$ cat config.mk
export PLATFORM = sky130hd
export DESIGN_NAME = display_scan_ctrl
export DESIGN_NICKNAME = d
export VERILOG_FILES = /design/src/rtl/display_pkg.sv /design/src/rtl/scan_timer.sv /design/src/rtl/display_scan_ctrl.sv
export SDC_FILE = /design/constraint.sdc
export NUM_CORES = 1
export LEC_CHECK = 0
export CAP_MARGIN = 20
export CELL_PAD_IN_SITES_DETAIL_PLACEMENT = 0
export CELL_PAD_IN_SITES_GLOBAL_PLACEMENT = 1
export CORE_MARGIN = 2
export CORE_UTILIZATION = 25
export DETAILED_ROUTE_END_ITERATION = 8
export PLACE_DENSITY = 0.5
export SYNTH_ARGS = -nofsm -noshare
export SYNTH_HDL_FRONTEND = slang
export SYNTH_SLANG_ARGS = --single-unit
export TNS_END_PERCENT = 30
$ cat constraint.sdc
create_clock -name clk -period 4 [get_ports clk]
set_input_delay 0.8 -clock clk [delete_from_list [all_inputs] [get_ports clk]]
set_output_delay 0.8 -clock clk [all_outputs]
set_load 0.02 [all_outputs]
$ cat src/rtl/display_pkg.sv
`default_nettype none
// ============================================================================
//  Module   : display_pkg
//  Purpose  : Shared state encoding and constants for the 7-segment scan
//             controller (slot phases, dark nibble code, inactive levels).
//  Revision : 1.0  initial release
// ============================================================================
package display_pkg;

    // Phases of one digit slot: guard blanking, encoder setup, visible show
    typedef enum logic [1:0] {
        ST_BLANK = 2'd0,
        ST_SETUP = 2'd1,
        ST_SHOW  = 2'd2
    } scan_state_t;

    // Nibble code the downstream encoder renders as all segments dark
    localparam logic [3:0] c_BLANK_NIBBLE = 4'hF;
    // Anode enables and decimal point are active-low
    localparam logic       c_ANODE_OFF    = 1'b1;
    localparam logic       c_DP_OFF       = 1'b1;

endpackage
`default_nettype wire

$ cat src/rtl/scan_timer.sv
`default_nettype none
// ============================================================================
//  Module   : scan_timer
//  Purpose  : Per-slot prescaler. Counts 0..REFRESH_DIV-1 and flags the last
//             blanking cycle, the cycle before slot end, and the slot end.
//  Revision : 1.0  initial release
// ============================================================================
module scan_timer #(
    parameter int REFRESH_DIV  = 50000,
    parameter int BLANK_CYCLES = 500
) (
    input  logic clk,
    input  logic rst,
    output logic blank_end,
    output logic pre_slot_end,
    output logic slot_end
);

    localparam int                 c_CNT_W      = $clog2(REFRESH_DIV);
    localparam logic [c_CNT_W-1:0] c_BLANK_LAST = c_CNT_W'(BLANK_CYCLES - 1);
    localparam logic [c_CNT_W-1:0] c_SLOT_PRE   = c_CNT_W'(REFRESH_DIV - 2);
    localparam logic [c_CNT_W-1:0] c_SLOT_LAST  = c_CNT_W'(REFRESH_DIV - 1);

    logic [c_CNT_W-1:0] r_slot_cnt;

    // Free-running slot counter, restarts at zero on every slot boundary
    always_ff @(posedge clk) begin
        if (rst) begin
            r_slot_cnt <= '0;
        end else if (r_slot_cnt == c_SLOT_LAST) begin
            r_slot_cnt <= '0;
        end else begin
            r_slot_cnt <= r_slot_cnt + 1'b1;
        end
    end

    assign blank_end    = (r_slot_cnt == c_BLANK_LAST);
    assign pre_slot_end = (r_slot_cnt == c_SLOT_PRE);
    assign slot_end     = (r_slot_cnt == c_SLOT_LAST);

endmodule
`default_nettype wire

$ cat src/rtl/display_scan_ctrl.sv
`default_nettype none
// ============================================================================
//  Module   : display_scan_ctrl
//  Purpose  : Time-multiplexes N_DIGITS BCD nibbles onto one shared nibble
//             encoder and segment bus, with a blanking guard between digits,
//             optional leading-zero suppression and frame-aligned value latch.
//  Revision : 1.0  initial release
// ============================================================================
module display_scan_ctrl
    import display_pkg::*;
#(
    parameter int N_DIGITS     = 4,
    parameter int REFRESH_DIV  = 50000,
    parameter int BLANK_CYCLES = 500,
    parameter int LZ_SUPPRESS  = 0
) (
    input  logic                  clk,
    input  logic                  rst,
    input  logic [4*N_DIGITS-1:0] value_in,
    input  logic                  load,
    input  logic [N_DIGITS-1:0]   dp_in,
    input  logic [N_DIGITS-1:0]   blank_in,
    output logic [3:0]            nibble_out,
    output logic                  dp_out,
    output logic [N_DIGITS-1:0]   digit_sel_n,
    output logic                  frame_done
);

    localparam int                 c_IDX_W    = $clog2(N_DIGITS);
    localparam logic [c_IDX_W-1:0] c_LAST_IDX = c_IDX_W'(N_DIGITS - 1);

    scan_state_t          r_state, w_state_next;
    logic [c_IDX_W-1:0]   r_idx, w_idx_next;
    logic                 w_blank_end, w_pre_slot_end, w_slot_end, w_wrap;

    logic [4*N_DIGITS-1:0] r_shadow_val, r_pend_val;
    logic [N_DIGITS-1:0]   r_shadow_dp, r_shadow_blank, r_pend_dp, r_pend_blank;
    logic                  r_pending;
    logic [N_DIGITS-1:0]   w_lz, w_dark;

    logic [3:0]            r_nibble, w_nibble_next;
    logic                  r_dp, w_dp_next;
    logic [N_DIGITS-1:0]   r_sel_n, w_sel_n_next;
    logic                  r_frame_done, w_frame_done_next;

    scan_timer #(
        .REFRESH_DIV  (REFRESH_DIV),
        .BLANK_CYCLES (BLANK_CYCLES)
    ) u_scan_timer (
        .clk          (clk),
        .rst          (rst),
        .blank_end    (w_blank_end),
        .pre_slot_end (w_pre_slot_end),
        .slot_end     (w_slot_end)
    );

    // Slot phase and digit index registers
    always_ff @(posedge clk) begin
        if (rst) begin
            r_state <= ST_BLANK;
            r_idx   <= '0;
        end else begin
            r_state <= w_state_next;
            r_idx   <= w_idx_next;
        end
    end

    // Phase sequencing: BLANK -> SETUP -> SHOW -> BLANK of the next digit
    always_comb begin
        w_state_next = r_state;
        w_idx_next   = r_idx;
        case (r_state)
            ST_BLANK: if (w_blank_end) w_state_next = ST_SETUP;
            ST_SETUP: w_state_next = ST_SHOW;
            ST_SHOW: begin
                if (w_slot_end) begin
                    w_state_next = ST_BLANK;
                    w_idx_next   = (r_idx == c_LAST_IDX) ? '0 : r_idx + 1'b1;
                end
            end
            default: w_state_next = ST_BLANK;
        endcase
    end

    // Last cycle of the last digit's slot is the frame boundary
    assign w_wrap = (r_state == ST_SHOW) && w_slot_end && (r_idx == c_LAST_IDX);

    // Pending buffer collects loads; shadow only moves at the frame boundary
    always_ff @(posedge clk) begin
        if (rst) begin
            r_shadow_val   <= {N_DIGITS{c_BLANK_NIBBLE}};
            r_shadow_dp    <= '0;
            r_shadow_blank <= '0;
            r_pend_val     <= '0;
            r_pend_dp      <= '0;
            r_pend_blank   <= '0;
            r_pending      <= 1'b0;
        end else if (w_wrap) begin
            r_pending <= 1'b0;
            if (load) begin
                r_shadow_val   <= value_in;
                r_shadow_dp    <= dp_in;
                r_shadow_blank <= blank_in;
            end else if (r_pending) begin
                r_shadow_val   <= r_pend_val;
                r_shadow_dp    <= r_pend_dp;
                r_shadow_blank <= r_pend_blank;
            end
        end else if (load) begin
            r_pend_val   <= value_in;
            r_pend_dp    <= dp_in;
            r_pend_blank <= blank_in;
            r_pending    <= 1'b1;
        end
    end

    // Leading-zero flags: digit k is suppressed when digits N-1..k are all zero
    always_comb begin : lz_scan
        logic v_upper_zero;
        v_upper_zero = 1'b1;
        w_lz         = '0;
        for (int k = N_DIGITS - 1; k >= 1; k--) begin
            v_upper_zero = v_upper_zero & (r_shadow_val[4*k +: 4] == 4'h0);
            w_lz[k]      = (LZ_SUPPRESS != 0) && v_upper_zero;
        end
    end

    assign w_dark = r_shadow_blank | w_lz;

    // Next output values derived from the next phase so the registered
    // outputs line up with the phase they belong to
    always_comb begin
        w_sel_n_next      = {N_DIGITS{c_ANODE_OFF}};
        w_nibble_next     = c_BLANK_NIBBLE;
        w_dp_next         = c_DP_OFF;
        w_frame_done_next = w_pre_slot_end && (r_idx == c_LAST_IDX);
        if ((w_state_next != ST_BLANK) && !w_dark[w_idx_next]) begin
            w_nibble_next = r_shadow_val[int'(w_idx_next)*4 +: 4];
            w_dp_next     = ~r_shadow_dp[w_idx_next];
        end
        if (w_state_next == ST_SHOW) begin
            w_sel_n_next[w_idx_next] = ~c_ANODE_OFF;
        end
    end

    // Output registers
    always_ff @(posedge clk) begin
        if (rst) begin
            r_sel_n      <= {N_DIGITS{c_ANODE_OFF}};
            r_nibble     <= c_BLANK_NIBBLE;
            r_dp         <= c_DP_OFF;
            r_frame_done <= 1'b0;
        end else begin
            r_sel_n      <= w_sel_n_next;
            r_nibble     <= w_nibble_next;
            r_dp         <= w_dp_next;
            r_frame_done <= w_frame_done_next;
        end
    end

    assign digit_sel_n = r_sel_n;
    assign nibble_out  = r_nibble;
    assign dp_out      = r_dp;
    assign frame_done  = r_frame_done;

endmodule
`default_nettype wire

Word-level counts from Yosys, hierarchy flattened
Index checks and enable logic that the tools add are counted.
{"block": "word_totals", "reg_bits": 79, "latch_bits": 0, "ram_bits": 0, "romBits": 0, "input_bits": 27, "output_inout_bits": 10, "elab_cells": 64, "mem_count": 0}
{"block": "op_classes", "n_addsub": 2, "mul": 0, "div": 0, "magnitude_cmp": 2, "eq_ne": 7, "n_shift": 1, "muxes": 18, "bitwise": 5, "n_reduce_logical": 15}
{"cell": "equality test 16 bit, second input constant", "n": 2}
{"cell": "2-to-1 mux 16 bit", "n": 2}
{"cell": "adder 16 x 1 -> 16 bit, second input constant", "n": 1}
{"cell": "equality test 16 x 9 -> 1 bit, second input constant", "n": 1}
{"cell": "2-to-1 mux 4 bit", "n": 4}
{"cell": "indexed part select 16 x 5 -> 4 bit", "n": 1}
{"cell": "2-to-1 mux 2 bit", "n": 5}
{"cell": "OR reduction 2 bit", "n": 4}
{"cell": "equality test 2 bit, second input constant", "n": 3}
{"cell": "one-hot mux 2 bit (3 select lines)", "n": 1}
{"cell": "logical AND 1 bit", "n": 5}
{"cell": "binary-select mux 1 bit (select 2 bit)", "n": 2}
{"cell": "inverter 1 bit", "n": 4}
{"cell": "inverter 4 bit", "n": 1}
{"cell": "AND reduction 2 bit", "n": 2}
{"cell": "nonzero test 2 bit", "n": 2}
{"cell": "< comparator 2 x 3 -> 1 bit, second input constant", "n": 1}
{"cell": "2-to-1 mux 1 bit", "n": 3}
{"cell": "adder 2 x 1 -> 2 bit, second input constant", "n": 1}
{"cell": "demux 1 bit (select 2 bit)", "n": 1}
{"cell": "equality test 2 x 1 -> 1 bit, second input constant", "n": 1}
{"cell": ">= comparator 2 x 1 -> 1 bit, second input constant", "n": 1}
{"cell": "zero test 2 bit", "n": 1}
{"cell": "zero test 1 bit", "n": 1}

Longest topological paths before layout
Gate-level depths: netlist of the first run.
{"block": "depth", "ltp_word": 10, "ltp_mapped": 11, "depth_no_buf": 7}

Modules after synthesis
From an unflattened synthesis of the first run, not the netlist that was laid out.
{"block": "unflattened", "cells_unflattened": 390, "hier_area_um2": 3483.3}
{"module": "display_scan_ctrl", "n_inst": 1, "cells_per_inst": 298, "area_each_um2": 2690.1, "seq_area_each_um2": 1261.2}
{"module": "scan_timer", "n_inst": 1, "cells_per_inst": 92, "area_each_um2": 793.3, "seq_area_each_um2": 320.3}

Worst setup path before layout of the first run
No wires, ideal clock.
{"block": "synth_path", "path_type": "reg2reg", "from": "register u_scan_timer.r_slot_cnt[0]", "to": "register r_dp (netlist: dp_out)", "setup_time_ps": 159, "arrival_time_ps": 2131, "t_required_ps": 3841, "setup_slack_ps": 1710, "stages_incl_launch_ff": 11, "path_buffers": 3, "period_less_slack_ps": 2290, "path_cell_list": "dfxtp_1 -> ha_1 -> and3_1 -> buf_4 -> and4b_1 -> and2_1 -> buf_6 -> mux2_2 -> buf_2 -> nor3b_1 -> o221ai_1"}
{"block": "synth_via", "elab_chain_len": 9, "word_cells_on_any_way": 17, "classes_between": "2 x eq/ne; 9 x mux; 2 x bitwise; 4 x reduce/logical"}
{"element": "start, declared", "line": "scan_timer.sv:24", "text": "logic [c_CNT_W-1:0] r_slot_cnt;"}
{"element": "start signal, assigned", "line": "scan_timer.sv:33", "text": "r_slot_cnt <= r_slot_cnt + 1'b1;"}
{"element": "equality test 16 bit", "line": "scan_timer.sv:39", "text": "assign slot_end = (r_slot_cnt == c_SLOT_LAST);"}
{"element": "2-to-1 mux 2 bit", "line": "display_scan_ctrl.sv:76", "text": "if (w_slot_end) begin"}
{"element": "2-to-1 mux 2 bit", "line": "display_scan_ctrl.sv:72", "text": "case (r_state)"}
{"element": "binary-select mux 1 bit (select 2 bit)", "line": "display_scan_ctrl.sv:137", "text": "if ((w_state_next != ST_BLANK) && !w_dark[w_idx_next]) begin"}
{"element": "2-to-1 mux 1 bit (implied by the code)", "line": "display_scan_ctrl.sv:137"}
{"element": "zero test 1 bit", "line": "display_scan_ctrl.sv:137"}
{"element": "logical AND 1 bit", "line": "display_scan_ctrl.sv:137"}
{"element": "inverter 1 bit (no source line)"}
{"element": "OR reduction 2 bit (no source line)"}
{"element": "end signal, assigned", "line": "display_scan_ctrl.sv:151", "text": "r_dp <= c_DP_OFF;"}
{"element": "end signal, assigned", "line": "display_scan_ctrl.sv:156", "text": "r_dp <= w_dp_next;"}
{"element": "end, declared", "line": "display_scan_ctrl.sv:42", "text": "logic r_dp, w_dp_next;"}
Parallel ways exist; a longest one is shown, timed or not. The select of a mux whose other input is x is not followed.
A chain may end at the register's enable or synchronous reset.

Final worst setup path of the first run
Ends and elaborated chain as after synthesis.

==> flow_metrics.tcl, run 1 <==
set metrics [dict create \
    avgViaCountPerCell 4.45 \
    grt_max_degree 55 \
    fill_cells 1410 \
    synth_simple_gate_area_share_pct 17.8 \
    yosys.area.top_type "dfxtp_1" \
    total_power_mw 1.78 \
    grt_remaining_overflow 0 \
    synth_edf_count 0 \
    min_period_ps 2790 \
    cts_buffer_depth 2 \
    area_delta_synth_final_pct 24.6 \
    yosys_warnings 0 \
    die_w_um 120 \
    crit_path_max_fanout 11 \
    rsz0062_at_grt "false" \
    synth_mux_area_share_pct 17.2 \
    cts_max_level 3 \
    dp.cells 540 \
    cts.reportedPaths.clkPinSlew_ps 60 \
    cts_setup_buffers 0 \
    initial_utilization_pct 25.5 \
    final_cells 556 \
    critPathKind "register to register" \
    drt_iter0_markers 131 \
    fin_nets 405 \
    num_rows 42 \
    power.density_nw_per_um2 425 \
    fin_util_pct 31.8 \
    gr-usage-all-layers_pct 11.4 \
    core_area_sq_um 13200 \
    die_area_sq_um 14400 \
    max_slew_margin_pct 41.5 \
    layout-drive-gt1-share_pct 7.89 \
    synth_top_family_by_area "simple AND/OR/NAND/NOR gates" \
    post-route-period-util_pct 69.8 \
    async_reset_ff_share_pct 0 \
    fmax_ghz 0.358 \
    cts_sinks 79 \
    wire_per_inst_um 13.7 \
    numPortBuffers 36 \
    hp-class "register to register" \
    dr.pass1.iters 4 \
    dp_hpwl_um 5270 \
    hold_buffers 0 \
    layout_commonest_cell "dfxtp_1" \
    cts_tree "yes" \
    ant_nets 0 \
    status "finished clean" \
    synth_cell_type_count 41 \
    tns_ps 0 \
    drc 0 \
    routed_wl_um 7590 \
    syn_nets 376 \
    synth_area_leaders "dfxtp_1, mux2i_1, nor2_1" \
    multi_input_area_sq_um 1670 \
    synth_fa_ha_area_share_pct 1.12 \
    netlist_area_sq_um 3360 \
    die_h_um 120 \
    vdd_drop_max_mv 0.286 \
    critPathCaptureType "register" \
    place_congestion 0.715 \
    setup_viol 0 \
    cts_resized 0 \
    n_antenna_cell 0 \
    io_pins 37 \
    ff_latch_area_sq_um 1580 \
    synth_ff_type "dfxtp_1" \
    synth_compound_area_share_pct 11.0 \
    yosys.area_share.xor_xnor_pct 2.34 \
    p_leak_nw 1.59 \
    grt_pass1_vias 2428 \
    vias 2474 \
    slew_viol_final 0 \
    yosys_register_bits 79 \
    layout_common_cells "dfxtp_1, nor2_1, mux2i_1" \
    cp.arrival_ps 3050 \
    grt_pass1_wl_um 12500 \
    synth_area_per_cell_sq_um 9.72 \
    worstMarginPinSlew_ps 873 \
    finalClockSkew_ps 8.33 \
    cts_buffers 9 \
    worst_setup_path_start_kind "register" \
    yosysTopAreaCellShare_pct 47.0 \
    hold_violations 0 \
    clk_latency_ps 340 \
    ys_seq_area_share_pct 47.0 \
    maxCapViolations 0 \
    syn-instance-count 346 \
    cp.required_ps 4250 \
    antenna_found_initial 0 \
    worst_hold_slack_ps 462 \
    cts_root_buf "clkbuf_16" \
]
-- logic make-up (layout without fill, tap and decap cells) --
family,Yosys count,in the layout
xor gates and xnor gates,9,9
and+or+nand+nor,123,123
DFF,79,79
adders and majority gates,3,3
AOI/OAI and AO/OA,49,49
muxes,57,57
buffers and inverters,26,60
-- area by class of cell --
| cell class | count | share of cell area (%) |
|---|---|---|
| clock buffer | 11 | 6.03 |
| sequential | 79 | 37.7 |
| tap | 176 | 5.26 |
| clock inverter | 5 | 1.52 |
| timing repair buffer | 40 | 9.20 |
| multi-input combinational | 241 | 39.9 |
| inverter | 4 | 0.358 |
-- per-layer routing --
| layer | wire length [um] | up-vias | track usage (%) |
|---|---|---|---|
| li1 | - | 1288 | - |
| met1 | 3830 | 1145 | 14.8 |
| met2 | 3350 | 33 | 17.3 |
| met3 | 318 | 8 | 4.52 |
| met4 | 93 | 0 | 3.97 |
| met5 | 0 | - | 0 |
-- report_power, final --
part	switching, mW	leakage, nW	internal [mW]
Combinational	0.0490	0.797	0.0544
Sequential	0.00963	0.643	0.804
Clock	0.341	0.153	0.523
-- flip-flops by register name, indices dropped and copies added, names as in the netlist --
name and cells:
r_pend_blank 4, nibble_out 4, r_pend_val 16, u_scan_timer.r_slot_cnt 16, r_idx 2, r_pending 1, r_shadow_blank 4, r_shadow_dp 4
r_pend_dp 4, r_shadow_val 16, digit_sel_n 4, r_state 2, dp_out 1, frame_done 1
-- synth_stat cells, drive strengths merged, types with 2 or more instances --
library cell	number
dfxtp	79
nor2	66
mux2i	55
a211o	16
clkbuf	15
nand2	15
a211oi	9
buf	7
o21ai	7
xor2	7
nand3	6
a21oi	5
nand2b	5
o221ai	5
or3	5
and3	4
inv	4
nor3	4
nor4	4
o31ai	4
ha	3
nand4	3
mux2	2
nand3b	2
nand4b	2
nor3b	2
xnor2	2
-- per-stage QoR --
stage               cell area [sq um]  setup WS (ps)
floorplan                        3360           1710
global placement                 3870           1370
detailed placement               3870           1230
CTS                              4190           1190
global route                     4190            895
finish                           4190           1210
-- path summary, 6_finish.rpt --
check                                                      startpoint                            end  slack (ps)  cells after the start
worst max register to register  u_scan_timer.r_slot_cnt[0]$_SDFF_PP0_              dp_out$_SDFF_PP1_        1210                      7
worst min-delay path                    r_shadow_val[12]$_SDFFE_PP1P_  r_shadow_val[12]$_SDFFE_PP1P_         460                      1
worst min register to register          r_shadow_val[12]$_SDFFE_PP1P_  r_shadow_val[12]$_SDFFE_PP1P_         460                      1
worst max-delay path            u_scan_timer.r_slot_cnt[0]$_SDFF_PP0_              dp_out$_SDFF_PP1_        1210                      7
-- critical path, stage by stage, from the launching register on --
cell and delay, ps:
dfxtp_1 380, ha_1 220, and3_1 270, and4b_1 260
and2_1 390, mux2i_1 750, o21ai_0 210, o221ai_1 230
No activity file was read; power rests on OpenSTA's default activity.
==> inputs of run 2 (changes only) <==
==> constraint.sdc (replaced) <==
create_clock -name clk -period 2.6 [get_ports clk]
set_input_delay 0.52 -clock clk [delete_from_list [all_inputs] [get_ports clk]]
set_output_delay 0.52 -clock clk [all_outputs]
set_load 0.02 [all_outputs]
==> flow_metrics.tcl, run 2 (synthesis gave the netlist of run 1 again) <==
set metrics [dict create \
    ff_latch_area_sq_um 1580 \
    r2r-end "nibble_out[0]$_SDFF_PP1_" \
    cts_setup_buffers 0 \
    cp.required_ps 2810 \
    hold_buffers 0 \
    dp_slack_ps 197 \
    cts_sinks 79 \
    post-route-period-util_pct 91.7 \
    combPwrFrac_pct 5.8 \
    finalClockSkew_ps 6.73 \
    r2r_start "u_scan_timer.r_slot_cnt[0]$_SDFF_PP0_" \
    cts_max_level 3 \
    crit_path_max_fanout 11 \
    cts_tree "yes" \
    power_switching_uw 590 \
    wire_per_inst_um 13.5 \
    worst_setup_path_start_kind "register" \
    grt_max_degree 46 \
    r2r_cells 7 \
    numPortBuffers 36 \
    power.density_nw_per_um2 651 \
    cts.reportedPaths.clkPinSlew_ps 60 \
    layout_common_cells "dfxtp_1, nor2_1, mux2i_1" \
    p_leak_nw 1.64 \
    n_antenna_cell 0 \
    cts_resized 0 \
    cts_buffers 9 \
    layout_commonest_cell "dfxtp_1" \
    critPathCaptureType "register" \
    dp.cells 547 \
    die_h_um 120 \
    rsz0062_at_grt "false" \
    layout-drive-gt1-share_pct 9.56 \
    met1_length_um 3810 \
    ant_nets 0 \
    drt_iter0_markers 146 \
    status "finished clean" \
    grt_pass1_wl_um 12700 \
    vdd_drop_max_mv 0.400 \
    grt_remaining_overflow 0 \
    antenna_found_initial 0 \
    fin_ws_ps 217 \
    io_pins 37 \
    worst_hold_slack_ps 466 \
    num_rows 42 \
    dp_hpwl_um 5290 \
    slew_viol_final 0 \
    vias 2503 \
    hold_violations 0 \
    routed_wl_um 7590 \
    worstMarginPinSlew_ps 576 \
    critical_path.startpoint "u_scan_timer.r_slot_cnt[0]$_SDFF_PP0_" \
    fill_cells 1371 \
    cts_root_buf "clkbuf_16" \
    avgViaCountPerCell 4.45 \
    place_congestion 0.713 \
    maxCapViolations 0 \
    final_cells 563 \
    switching_share_pct 21.3 \
    dr.pass1.iters 4 \
    max_slew_margin_pct 61.6 \
    hp-class "register to register" \
    r2r_slack_ps 220 \
    die_w_um 120 \
    clk_latency_ps 340 \
    grt_pass1_vias 2498 \
    setup_viol 0 \
    min_period_ps 2380 \
    hold_depth 1 \
    p_clk_share_pct 49.1 \
    drc 0 \
    endpoint "nibble_out[0]$_SDFF_PP1_" \
    total_power_mw 2.78 \
    met3_length_um 322 \
    initial_utilization_pct 25.5 \
    tns_ps 0 \
    critPathKind "register to register" \
    intPower_mw 2.19 \
    fmax_ghz 0.420 \
    area_delta_synth_final_pct 26.8 \
    core_area_sq_um 13200 \
    top_regs "r_pend_val (16), r_shadow_val (16), u_scan_timer.r_slot_cnt (16)" \
    multi_input_area_sq_um 1670 \
    die_area_sq_um 14400 \
    highest_layer "met4" \
    fin_nets 412 \
    cts_buffer_depth 2 \
    seq_power_share_pct 45.1 \
    gr-usage-all-layers_pct 11.5 \
    cp.arrival_ps 2590 \
    wl_met2_um 3350 \
]
-- run 2: cell types whose count changed in the layout (fill, tap and decap cells not counted) --
cell | before | now
clkinv_2 | 0 | 3
clkbuf_8 | 2 | 1
buf_12 | 0 | 1
clkinvlp_4 | 1 | 0
bufinv_16 | 1 | 2
inv_6 | 2 | 0
buf_4 | 4 | 10
-- run 2: how the worst min path moves through the flow --
stage	to	slack (ps)	start
after global placement	r_shadow_val[0]$_SDFFE_PP1P_	450	r_shadow_val[0]$_SDFFE_PP1P_
final	r_shadow_val[5]$_SDFFE_PP1P_	470	r_shadow_val[5]$_SDFFE_PP1P_
after floorplan	r_shadow_val[15]$_SDFFE_PP1P_	430	r_shadow_val[15]$_SDFFE_PP1P_
after CTS	r_shadow_val[1]$_SDFFE_PP1P_	470	r_shadow_val[1]$_SDFFE_PP1P_
after global routing	r_shadow_val[15]$_SDFFE_PP1P_	490	r_shadow_val[15]$_SDFFE_PP1P_
after detailed placement	r_shadow_val[1]$_SDFFE_PP1P_	450	r_shadow_val[1]$_SDFFE_PP1P_
-- run 2: worst max-delay path, cell delays in order (launching register included) --
cell and delay (ps):
dfxtp_1 380, ha_1 210, and3_1 190, and4b_1 250, and2_1 260, mux2_2 500, o31ai_1 300, o221ai_1 160
-- run 2: layout make-up --
cell class / instances / share of cell area, %
Clock buffer: 10 / 5.61
Multi-Input combinational cell: 241 / 39.2
Clock inverter: 6 / 1.97
Sequential cell: 79 / 37.1
Inverter: 4 / 0.352
Tap cell: 176 / 5.17
Timing Repair Buffer: 47 / 10.6
-- run 2: through the flow --
stage	util [%]	area, sq um
final	32.3	4260
after global placement	29.9	3940
after floorplan	-	3360
after CTS	32.3	4260
after global routing	32.3	4260
after detailed placement	29.9	3940
-- run 2: power groups by stage --
stage | combinational [mW] | sequential [mW] | clock [mW]
2_1_floorplan | 0.0971 | 1.28 | 0
3_5_place_dp | 0.164 | 1.28 | 0
6_report | 0.160 | 1.25 | 1.36
4_1_cts | 0.164 | 1.25 | 1.41
3_3_place_gp | 0.162 | 1.28 | 0
5_1_grt | 0.177 | 1.26 | 1.47
-- run 2: per-layer routing --
metal  up-vias  global-route usage (%)
li1       1300                       -
met1      1154                    14.7
met2        39                    17.4
met3        10                    4.90
met4         0                    3.97
met5         -                       0
==> inputs of run 3 (changes only) <==
--- a/config.mk
+++ b/config.mk
@@ -12,6 +12,7 @@
 export CORE_UTILIZATION = 25
 export DETAILED_ROUTE_END_ITERATION = 8
 export PLACE_DENSITY = 0.5
+export REMOVE_ABC_BUFFERS = 1
 export SYNTH_ARGS = -nofsm -noshare
 export SYNTH_HDL_FRONTEND = slang
 export SYNTH_SLANG_ARGS = --single-unit
==> flow_metrics.tcl, run 3 (synthesis gave the netlist of run 1 again) <==
set metrics [dict create \
    dp_hpwl_um 5380 \
    multi_input_area_sq_um 1670 \
    finalClockSkew_ps 6.71 \
    core_area_sq_um 13200 \
    worstMarginPinSlew_ps 599 \
    p_leak_nw 1.65 \
    top_regs "r_pend_val (16), r_shadow_val (16), u_scan_timer.r_slot_cnt (16)" \
    cp.arrival_ps 2570 \
    slowest_delay_ps 470 \
    cp_slowest_cell "mux2_2" \
    vias 2518 \
    fin_area_sq_um 4290 \
    crit_top_cell "mux2_2" \
    n_antenna_cell 0 \
    fin_nets 415 \
    worst_setup_path_start_kind "register" \
    rsz0062_at_grt "false" \
    ant_nets 0 \
    die_area_sq_um 14400 \
    layout-drive-gt1-share_pct 10.3 \
    drt_iter0_markers 119 \
    grt_pass1_vias 2567 \
    cts_buffers 9 \
    ff_latch_area_sq_um 1580 \
    critPathKind "register to register" \
    total_power_mw 2.78 \
    path_buf_inv 0 \
    routed_wl_um 7650 \
    gr-usage-all-layers_pct 11.4 \
    die_w_um 120 \
    power.density_nw_per_um2 648 \
    cts_tree "yes" \
    placed_cell_area_sq_um 3960 \
    vdd_drop_max_mv 0.288 \
    grt_max_degree 53 \
    wire_per_inst_um 13.5 \
    grt_remaining_overflow 0 \
    antenna_found_initial 0 \
    hp-class "register to register" \
    switching_share_pct 21.1 \
    clk_latency_ps 330 \
    cp.required_ps 2850 \
    die_h_um 120 \
    path_cells "ha_1, and3_1, and4b_1, and2_2, mux2_2, mux2_2, o221ai_1" \
    slew_viol_final 0 \
    io_pins 37 \
    intPower_mw 2.19 \
    grt_pass1_wl_um 12700 \
    cts.reportedPaths.clkPinSlew_ps 60 \
    numPortBuffers 36 \
    dp_slack_ps 224 \
    cts_max_level 3 \
    num_rows 42 \
    cts_setup_buffers 0 \
    cts_sinks 79 \
    layout_common_cells "dfxtp_1, nor2_1, mux2i_1" \
    path_delay_family "multiplexers" \
    hold_violations 0 \
    cts_resized 0 \
    cts_root_buf "clkbuf_16" \
    post-route-period-util_pct 89.0 \
    area_delta_synth_final_pct 27.5 \
    maxCapViolations 0 \
    max_slew_margin_pct 60.1 \
    cts_buffer_depth 2 \
    seq_power_share_pct 45.1 \
    fmax_ghz 0.432 \
    hold_buffers 0 \
    avgViaCountPerCell 4.45 \
    power_switching_uw 585 \
    p_clk_share_pct 49.0 \
    crit_path_max_fanout 11 \
    dr.pass1.iters 4 \
    min_period_ps 2310 \
    fin_ws_ps 287 \
    status "finished clean" \
    initial_utilization_pct 25.5 \
    setup_viol 0 \
    critPathCaptureType "register" \
    layout_commonest_cell "dfxtp_1" \
    fill_cells 1391 \
    place_congestion 0.718 \
    combPwrFrac_pct 5.9 \
    drc 0 \
]
run 3: final timing paths:
kind                                               from  slack, ps  depth (start not counted)                            end
setup / recovery  u_scan_timer.r_slot_cnt[0]$_SDFF_PP0_        290                          7              dp_out$_SDFF_PP1_
setup reg to reg  u_scan_timer.r_slot_cnt[0]$_SDFF_PP0_        290                          7              dp_out$_SDFF_PP1_
hold / removal            r_shadow_val[15]$_SDFFE_PP1P_        470                          1  r_shadow_val[15]$_SDFFE_PP1P_
hold reg to reg           r_shadow_val[15]$_SDFFE_PP1P_        470                          1  r_shadow_val[15]$_SDFFE_PP1P_
run 3: power by group through the flow:
| stage | Sequential [mW] | Combinational [mW] | Clock [mW] |
|---|---|---|---|
| after floorplan | 1.28 | 0.0795 | 0 |
| after global placement | 1.28 | 0.168 | 0 |
| after detailed placement | 1.28 | 0.169 | 0 |
| after CTS | 1.25 | 0.169 | 1.41 |
| after global routing | 1.25 | 0.184 | 1.46 |
| final | 1.25 | 0.165 | 1.36 |
run 3: metrics by stage:
step | utilization [%] | hold slack [ps] | setup TNS [ps] | std cells
final | 32.5 | 467 | 0 | 566
after floorplan | - | 435 | -41050 | 324
after detailed placement | 30.0 | 453 | 0 | 550
after global routing | 32.5 | 483 | 0 | 566
after CTS | 32.5 | 468 | 0 | 566
after global placement | 30.0 | 447 | 0 | 550
run 3: worst register-to-register path, delay by kind of cell (launching register included):
family | cells | cell delay [ps]
adder cells (fa/ha/maj) | 1 | 220
multiplexers | 2 | 780
flip-flops | 1 | 390
AND/OR/NAND/NOR | 3 | 690
AO/OA/AOI/OAI | 1 | 160
run 3: cell type report:
cell class / count / share of cell area (%)
Sequential cell: 79 / 36.9
Tap cell: 176 / 5.14
Inverter: 4 / 0.350
Timing Repair Buffer: 50 / 11.0
Clock inverter: 5 / 1.90
Multi-Input combinational cell: 241 / 39.0
Clock buffer: 11 / 5.66
run 3: layer usage:
metal  up-vias  part of all wire, %  global-route usage (%)
met3        10                  3.5                    3.47
met2        33                   47                    18.1
met4         0                  1.6                    4.78
met5         -                    0                       0
li1       1300                    -                       -
met1      1175                   48                    14.3
